==> src/rtl/mdu_sequencer.sv <==
// mdu_sequencer: iterative MULT/MULTU/DIV/DIVU into HI/LO, borrowing the EX-stage ALU for each add/subtract step
module mdu_sequencer #(
    parameter logic [31:0] DIV0_LO = 32'hFFFF_FFFF,
    parameter int          ITERS   = 32
) (
    input  logic        clk,
    input  logic        rst_n,
    input  logic        start,
    input  logic [1:0]  op,
    input  logic [31:0] rs_val,
    input  logic [31:0] rt_val,
    input  logic        cancel,
    output logic        busy,
    output logic        done,
    output logic        div_by_zero,
    output logic [31:0] hi,
    output logic [31:0] lo,
    output logic [31:0] alu_a,
    output logic [31:0] alu_b,
    output logic [1:0]  alu_aluop,
    input  logic [31:0] alu_result
);
    typedef enum logic [2:0] {IDLE, PREP, ITER, FIX, DONE} state_t;
    localparam logic [4:0] LAST = 5'(ITERS - 1);
    state_t      state, state_nx;
    logic [1:0]  op_r;
    logic [31:0] rs_r, rt_r, mc, q, acc;
    logic [4:0]  cnt;
    logic        is_div, is_sgn, carry, ge, neg;
    logic [31:0] rs_mag, rt_mag, quo_f, rem_f;
    logic [32:0] shifted;
    logic [63:0] prod_f;
    assign is_div = op_r[1];
    assign is_sgn = op_r[0];
    always_comb begin
        state_nx  = state;
        busy      = 1'b0;
        done      = 1'b0;
        alu_a     = '0;
        alu_b     = '0;
        alu_aluop = 2'b00;
        rs_mag    = (is_sgn && rs_r[31]) ? -rs_r : rs_r;
        rt_mag    = (is_sgn && rt_r[31]) ? -rt_r : rt_r;
        shifted   = {acc, q[31]};
        carry     = alu_result < acc;
        ge        = shifted[32] | (shifted[31:0] >= mc);
        neg       = is_sgn && (rs_r[31] ^ rt_r[31]);
        prod_f    = neg ? -{acc, q} : {acc, q};
        quo_f     = neg ? -q : q;
        rem_f     = (is_sgn && rs_r[31]) ? -acc : acc;
        case (state)
            IDLE: state_nx = (start && !cancel) ? PREP : IDLE;
            PREP: begin
                busy     = 1'b1;
                state_nx = cancel ? IDLE : (is_div && rt_r == '0) ? DONE : ITER;
            end
            ITER: begin
                busy      = 1'b1;
                alu_a     = is_div ? shifted[31:0] : acc;
                alu_b     = mc;
                alu_aluop = is_div ? 2'b01 : 2'b00;
                state_nx  = cancel ? IDLE : (cnt == LAST) ? FIX : ITER;
            end
            FIX: begin
                busy     = 1'b1;
                state_nx = cancel ? IDLE : DONE;
            end
            DONE: begin
                done     = 1'b1;
                state_nx = IDLE;
            end
            default: state_nx = IDLE;
        endcase
    end
    always_ff @(posedge clk or negedge rst_n)
        if (!rst_n) state <= IDLE;
        else state <= state_nx;
    // mc holds the ALU-side operand (multiplicand or divisor); q shifts the multiplier or collects the quotient
    always_ff @(posedge clk or negedge rst_n) begin
        if (!rst_n) begin
            op_r        <= '0;
            rs_r        <= '0;
            rt_r        <= '0;
            mc          <= '0;
            q           <= '0;
            acc         <= '0;
            cnt         <= '0;
            hi          <= '0;
            lo          <= '0;
            div_by_zero <= 1'b0;
        end else begin
            case (state)
                IDLE: if (start && !cancel) begin
                    op_r        <= op;
                    rs_r        <= rs_val;
                    rt_r        <= rt_val;
                    div_by_zero <= 1'b0;
                end
                PREP: begin
                    acc <= '0;
                    cnt <= '0;
                    mc  <= is_div ? rt_mag : rs_mag;
                    q   <= is_div ? rs_mag : rt_mag;
                    if (!cancel && is_div && rt_r == '0) begin
                        hi          <= rs_r;
                        lo          <= DIV0_LO;
                        div_by_zero <= 1'b1;
                    end
                end
                ITER: begin
                    cnt <= cnt + 5'd1;
                    if (is_div) begin
                        acc <= ge ? alu_result : shifted[31:0];
                        q   <= {q[30:0], ge};
                    end else if (q[0]) begin
                        acc <= {carry, alu_result[31:1]};
                        q   <= {alu_result[0], q[31:1]};
                    end else begin
                        acc <= {1'b0, acc[31:1]};
                        q   <= {acc[0], q[31:1]};
                    end
                end
                FIX: if (!cancel) begin
                    hi <= is_div ? rem_f : prod_f[63:32];
                    lo <= is_div ? quo_f : prod_f[31:0];
                end
                default: ;
            endcase
        end
    end
endmodule

==> config.mk <==
export PLATFORM = sky130hd
export DESIGN_NAME = mdu_sequencer
export DESIGN_NICKNAME = d
export VERILOG_FILES = /design/src/rtl/mdu_sequencer.sv
export SDC_FILE = /design/constraint.sdc
export NUM_CORES = 1
export LEC_CHECK = 0
export ABC_AREA = 1
export CAP_MARGIN = 0
export CELL_PAD_IN_SITES_DETAIL_PLACEMENT = 1
export CELL_PAD_IN_SITES_GLOBAL_PLACEMENT = 2
export CORE_ASPECT_RATIO = 1.1
export CORE_MARGIN = 5
export CORE_UTILIZATION = 33
export DETAILED_ROUTE_END_ITERATION = 16
export GPL_TIMING_DRIVEN = 0
export HOLD_SLACK_MARGIN = 0.15
export PLACE_DENSITY_LB_ADDON = 0.1
export SLEW_MARGIN = 5
export SYNTH_ARGS = -nofsm -noshare
export SYNTH_HDL_FRONTEND = slang
export SYNTH_SLANG_ARGS = --single-unit
==> constraint.sdc <==
create_clock -name clk -period 6.2 [get_ports clk]
set_clock_uncertainty 0.15 [all_clocks]
set_input_delay 0.62 -clock clk [delete_from_list [all_inputs] [get_ports clk]]
set_output_delay 0.62 -clock clk [all_outputs]
set_load 0.1 [all_outputs]
* Word level (Yosys, flattened, before mapping)
Cells that the tools add are included.
** Storage, ports and cells
- Output and inout port bits :: 133
- Register bits :: 235
- Input bits :: 102
- Logic and storage cells :: 86
** Cells by class
- Magnitude comparators :: 2
- Add/sub/neg operators :: 6
- Reductions and logical operators :: 17
- Bitwise logic cells :: 2
- Equal/unequal tests :: 8
- Multiplexer cells :: 40
** Operator list (number)
- two-way mux 32 bit :: 20
- case mux 32 bit (2 select lines) :: 4
- negator 32 bit :: 4
- two-way mux 64 bit :: 1
- negator 64 bit :: 1
- >= comparator 32 bit :: 1
- zero test 32 bit :: 1
- < comparator 32 bit :: 1
- case mux 3 bit (4 select lines) :: 1
- case mux 5 bit (2 select lines) :: 1
- two-way mux 3 bit :: 3
- two-way mux 1 bit :: 8
- logical AND 1 bit :: 7
- == test 3 x 2 -> 1 bit (second input constant) :: 2
- != test 2 bit (second input constant) :: 3
- AND reduction 3 bit :: 2
- nonzero test 2 bit :: 3
- adder 5 x 1 -> 5 bit (second input constant) :: 1
- == test 5 bit (second input constant) :: 1
- == test 3 x 1 -> 1 bit (second input constant) :: 1
- == test 3 bit (second input constant) :: 1
- zero test 3 bit :: 1
- OR reduction 3 bit :: 1
- two-way mux 2 bit :: 1
- 5 further kinds :: 5

* Depth between registers and ports, before layout
- Depth after elaboration :: 6
- Gate-level depth with buffers :: 18
- Depth with buffers taken out :: 18

* Worst setup path before layout
Ideal clock, no wire load.
- Kind :: reg-to-output
- From :: reg state[2]
- To :: out alu_a[27]
- Cell stages (with the launch flop) :: 6
- Arrival :: 3.470 ns
- Data required time :: 5.430 ns
- Setup slack :: 1.960 ns
- Buffers on the path :: 2
- Path through :: dfrtp_1 nor3_4 inv_2 clkbuf_1 clkbuf_1 a211oi_1
** Between the ends
- Longest elaborated chain between the ends :: 2
** RTL lines
- start, declared :: line 25 : state_t state, state_nx;
- start signal, assigned :: line 77 : else state <= state_nx;
- == test 3 x 2 -> 1 bit :: line 51 : case (state)
- two-way mux 32 bit :: line 51
- end, declared :: line 18 : output logic [31:0] alu_a,
No other way between the ends.

* Worst setup path in the final report
- From :: reg op_r[1]
- To :: out alu_a[30]
** Between the ends
- Longest elaborated chain between the ends :: 2
** RTL lines
- start, declared :: line 26 : logic [1:0] op_r;
- start signal, assigned :: line 94 : op_r <= op;
- two-way mux 32 bit :: line 59 : alu_a = is_div ? shifted[31:0] : acc;
- two-way mux 32 bit :: line 51
No other way between the ends.

==> out/qor.csv <==
metric,value,unit
post-synthesis sequential area ratio,33.1,%
TritonCTS clock tree,yes,
Post-DRT Antenna Nets,0,
Nets,3124,
antenna violations before repair,4,
vias per std cell,5.70,
wire length per cell,28.4,µm
dpl hpwl,85000,µm
met2 usage,60.2,%
unique cell type count in the Yosys netlist,55,
Initial Util,33.2,%
Logic pwr share,61.5,%
Multi-input gate area,0.0103,mm²
R2R depth,13,
Worst path max stage delay,1.20,ns
RSZ-0062 raised after global routing,false,
clock power share,15.2,%
clk_lat worst skew,0.60,ns
Post-Place Cells,3603,
GRT overflow,0,
relative slew slack,4.84,%
GR Util met1,40.6,%
clock sinks,235,
CTS buffer count,29,
Tmin final,5.74,ns
crit path launch type,flip-flop,
CP arrival,4.97,ns
area of the core,0.0535,mm²
"commonest cells after routing, fill and taps aside","nand2_1, nor2_1, nand3_1, dfrtp_1, clkdlybuf4s50_1",
Synth top area share,33.1,%
Worst Slack Setup Final,0.465,ns
Placer Congestion,0.997,
sequential share of power,23.3,%
"commonest non-fill, non-tap cell in the layout",nand2_1,
kind of critical path,flip-flop to output port,
Switching Share,58.7,%
met3 Usage GRT,4.72,%
H-Tree Depth,1,
Fin. Hold Viols,0,
post-synthesis instance total,2686,
NetSw,0.00693,W
"CTS clk-pin slew, worst paths",0.06,ns
internal power,0.00488,W
Root Buffer,clkbuf_16,
Die ar.,0.0586,mm²
Fillers,6876,
status,finished clean,
"FFs w/ async S/R, synth",100,%
cell leakage power,9.99,nW
vias post-DR,20800,
die height,253,µm
CP required,5.43,ns
max cap viols,0,
CP max stage cell,clkdlybuf4s50_1,
floorplan row count,89,
total I/O pin count,235,
Final Core Density,41.1,%
Slew Limit Fails,0,
vias in the first global route,21600,
sum of negative setup slack,0,ns
CTS Buffer Depth,3,
Max Fclk,174,MHz
maximum vdd drop,0.000297,V
net count after synthesis,2857,
largest net degree at the start of global routing,97,
GRT Max-Usage Layer,met2,
PD cells,537,mW/mm²
Seq cells post-synth,235,
worst hold-check path type,flip-flop to flip-flop,
"Top FF cell, synth",dfrtp_1,
Port Buffers,233,
leading area contributor after synthesis,dfrtp_1,
total global-route track usage,34.3,%
worst-margin pin slew,1.43,ns
Avg Inst Size Synth,6.61,µm²
hold path cells,2,
Syn Std Cell Area,0.0178,mm²
Worst path most repeated cell,clkbuf_1,
CP endpoint kind,output port,
Area contributors post-synth,"dfrtp_1, nand2_1, nand3_1, nor2_1, o21ai_0",
period utilization,92.5,%
register area,0.00588,mm²
first-pass GRT wire length,148000,µm
Setup Viol. Count Final,0,
fin cells,3657,
postcts setup bufs,0,
synth warn,0,
critical path cell sequence,buf_2 > clkbuf_1 > clkbuf_1 > nor2_1 > a211oi_1 > clkdlybuf4s50_1,
"worst slack, placed",1.31,ns
Iteration-0 DRC Markers,1613,
share of cells above drive strength 1,5.51,%
die width,231,µm
DRT Wirelength,104000,µm
Antenna Cells,0,
Layout area overhead,23.8,%
CP max FO,10,
"EDFF count, synth",0,
drt first pass iters,6,
Remaining DRCs,0,
## worst paths after layout
path	startpoint	endpoint	slack (ns)
min in group asynchronous	rst_n	rt_r[5]	0.39
max in group asynchronous	rst_n	acc[29]	4.18
min reg2reg	lo[11]	lo[11]	0.34
min	lo[11]	lo[11]	0.34
max	op_r[1]	alu_a[30]	0.46
max reg2reg	q[0]	lo[18]	1.48
## state kept, by name (all words and copies together), names as in the netlist
register	cells
acc	32
hi	32
lo	32
mc	32
q	32
rs_r	32
rt_r	32
cnt	5
state	3
op_r	2
div_by_zero	1
## critical path: cells and delay by family (launching register included)
kind	cells	cell delay, ns
AOI/OAI and AO/OA	1	0.30
buffers and inverters	4	3.48
DFF	1	0.44
and+or+nand+nor	1	0.13
## kinds of logic (layout without fill, tap and decap cells)
logic type / Yosys count / in the layout / synth area share, %
AO/OA/AOI/OAI: 491 / 491 / 15.8
XOR/XNOR: 41 / 41 / 2.02
adder cells (fa/ha/maj): 69 / 69 / 4.86
buffers and inverters: 379 / 668 / 8.72
flip-flops: 235 / 235 / 33.1
multiplexers: 8 / 8 / 0.507
other: 1 / 1 / 0.0211
AND/OR/NAND/NOR: 1462 / 1462 / 35.0
## power by group through the flow
| stage | Combinational [W] | Clock (W) | Sequential [W] |
|---|---|---|---|
| final | 0.00727 | 0.00180 | 0.00275 |
| after global routing | 0.00774 | 0.00189 | 0.00279 |
| after CTS | 0.00719 | 0.00182 | 0.00272 |
| after detailed placement | 0.00716 | 0 | 0.00274 |
| after global placement | 0.00702 | 0 | 0.00273 |
| after floorplan | 0.00353 | 0 | 0.00359 |
## what timing repair did
item,4_1_cts,5_1_grt
gates resized for setup,0,0
hold buffers,1,0
hold endpoints to repair,59,0
## cell usage after synthesis (2+ instances only)
library cell,n
or2_2,3
nand4_1,47
buf_1,11
clkbuf_1,87
a31oi_2,7
o31ai_1,3
inv_1,220
a21oi_1,162
mux2_2,8
o22ai_1,12
a31oi_1,2
buf_2,34
a22o_1,2
nand3b_1,3
nor2_2,16
buf_4,3
nor2_4,2
buf_6,8
nand3_1,330
o211ai_1,29
o21bai_1,5
a211oi_1,31
o21ai_0,186
a22oi_1,2
a21oi_2,3
nor4_1,5
ha_1,69
o21a_1,16
dfrtp_1,235
nand3b_2,2
clkinv_1,3
nand2_2,6
o21ai_1,20
nand2_1,688
o221ai_1,6
inv_2,12
nor3_1,14
nor2_1,337
xor2_1,40
nor3_2,2
## cell type report
cell class | count | share of cell area [%]
multi-input cells | 2072 | 47.0
flip-flops and latches | 235 | 26.7
repair buffers | 236 | 10.9
inverters | 235 | 4.01
well taps | 682 | 3.88
clock buffers | 35 | 3.54
plain buffers | 144 | 3.03
clock inverters | 18 | 0.882
## metal layers
| metal | up-vias | wire, µm | part of all wire, % |
|---|---|---|---|
| met2 | 784 | 50400 | 49 |
| met1 | 10400 | 40000 | 39 |
| met5 | - | 17 | 0.016 |
| met4 | 2 | 7130 | 6.9 |
| met3 | 211 | 6090 | 5.9 |
| li1 | 9444 | - | - |
## metrics by stage
stage,hold slack (ns),area (µm²),total power [W]
6_report,0.335,22000,0.0118
4_1_cts,0.335,22000,0.0117
5_1_grt,0.348,22000,0.0124
2_1_floorplan,0.174,17800,0.00711
3_3_place_gp,0.311,20900,0.00975
3_5_place_dp,0.310,21000,0.00990
No activity file was read; power rests on OpenSTA's default activity.
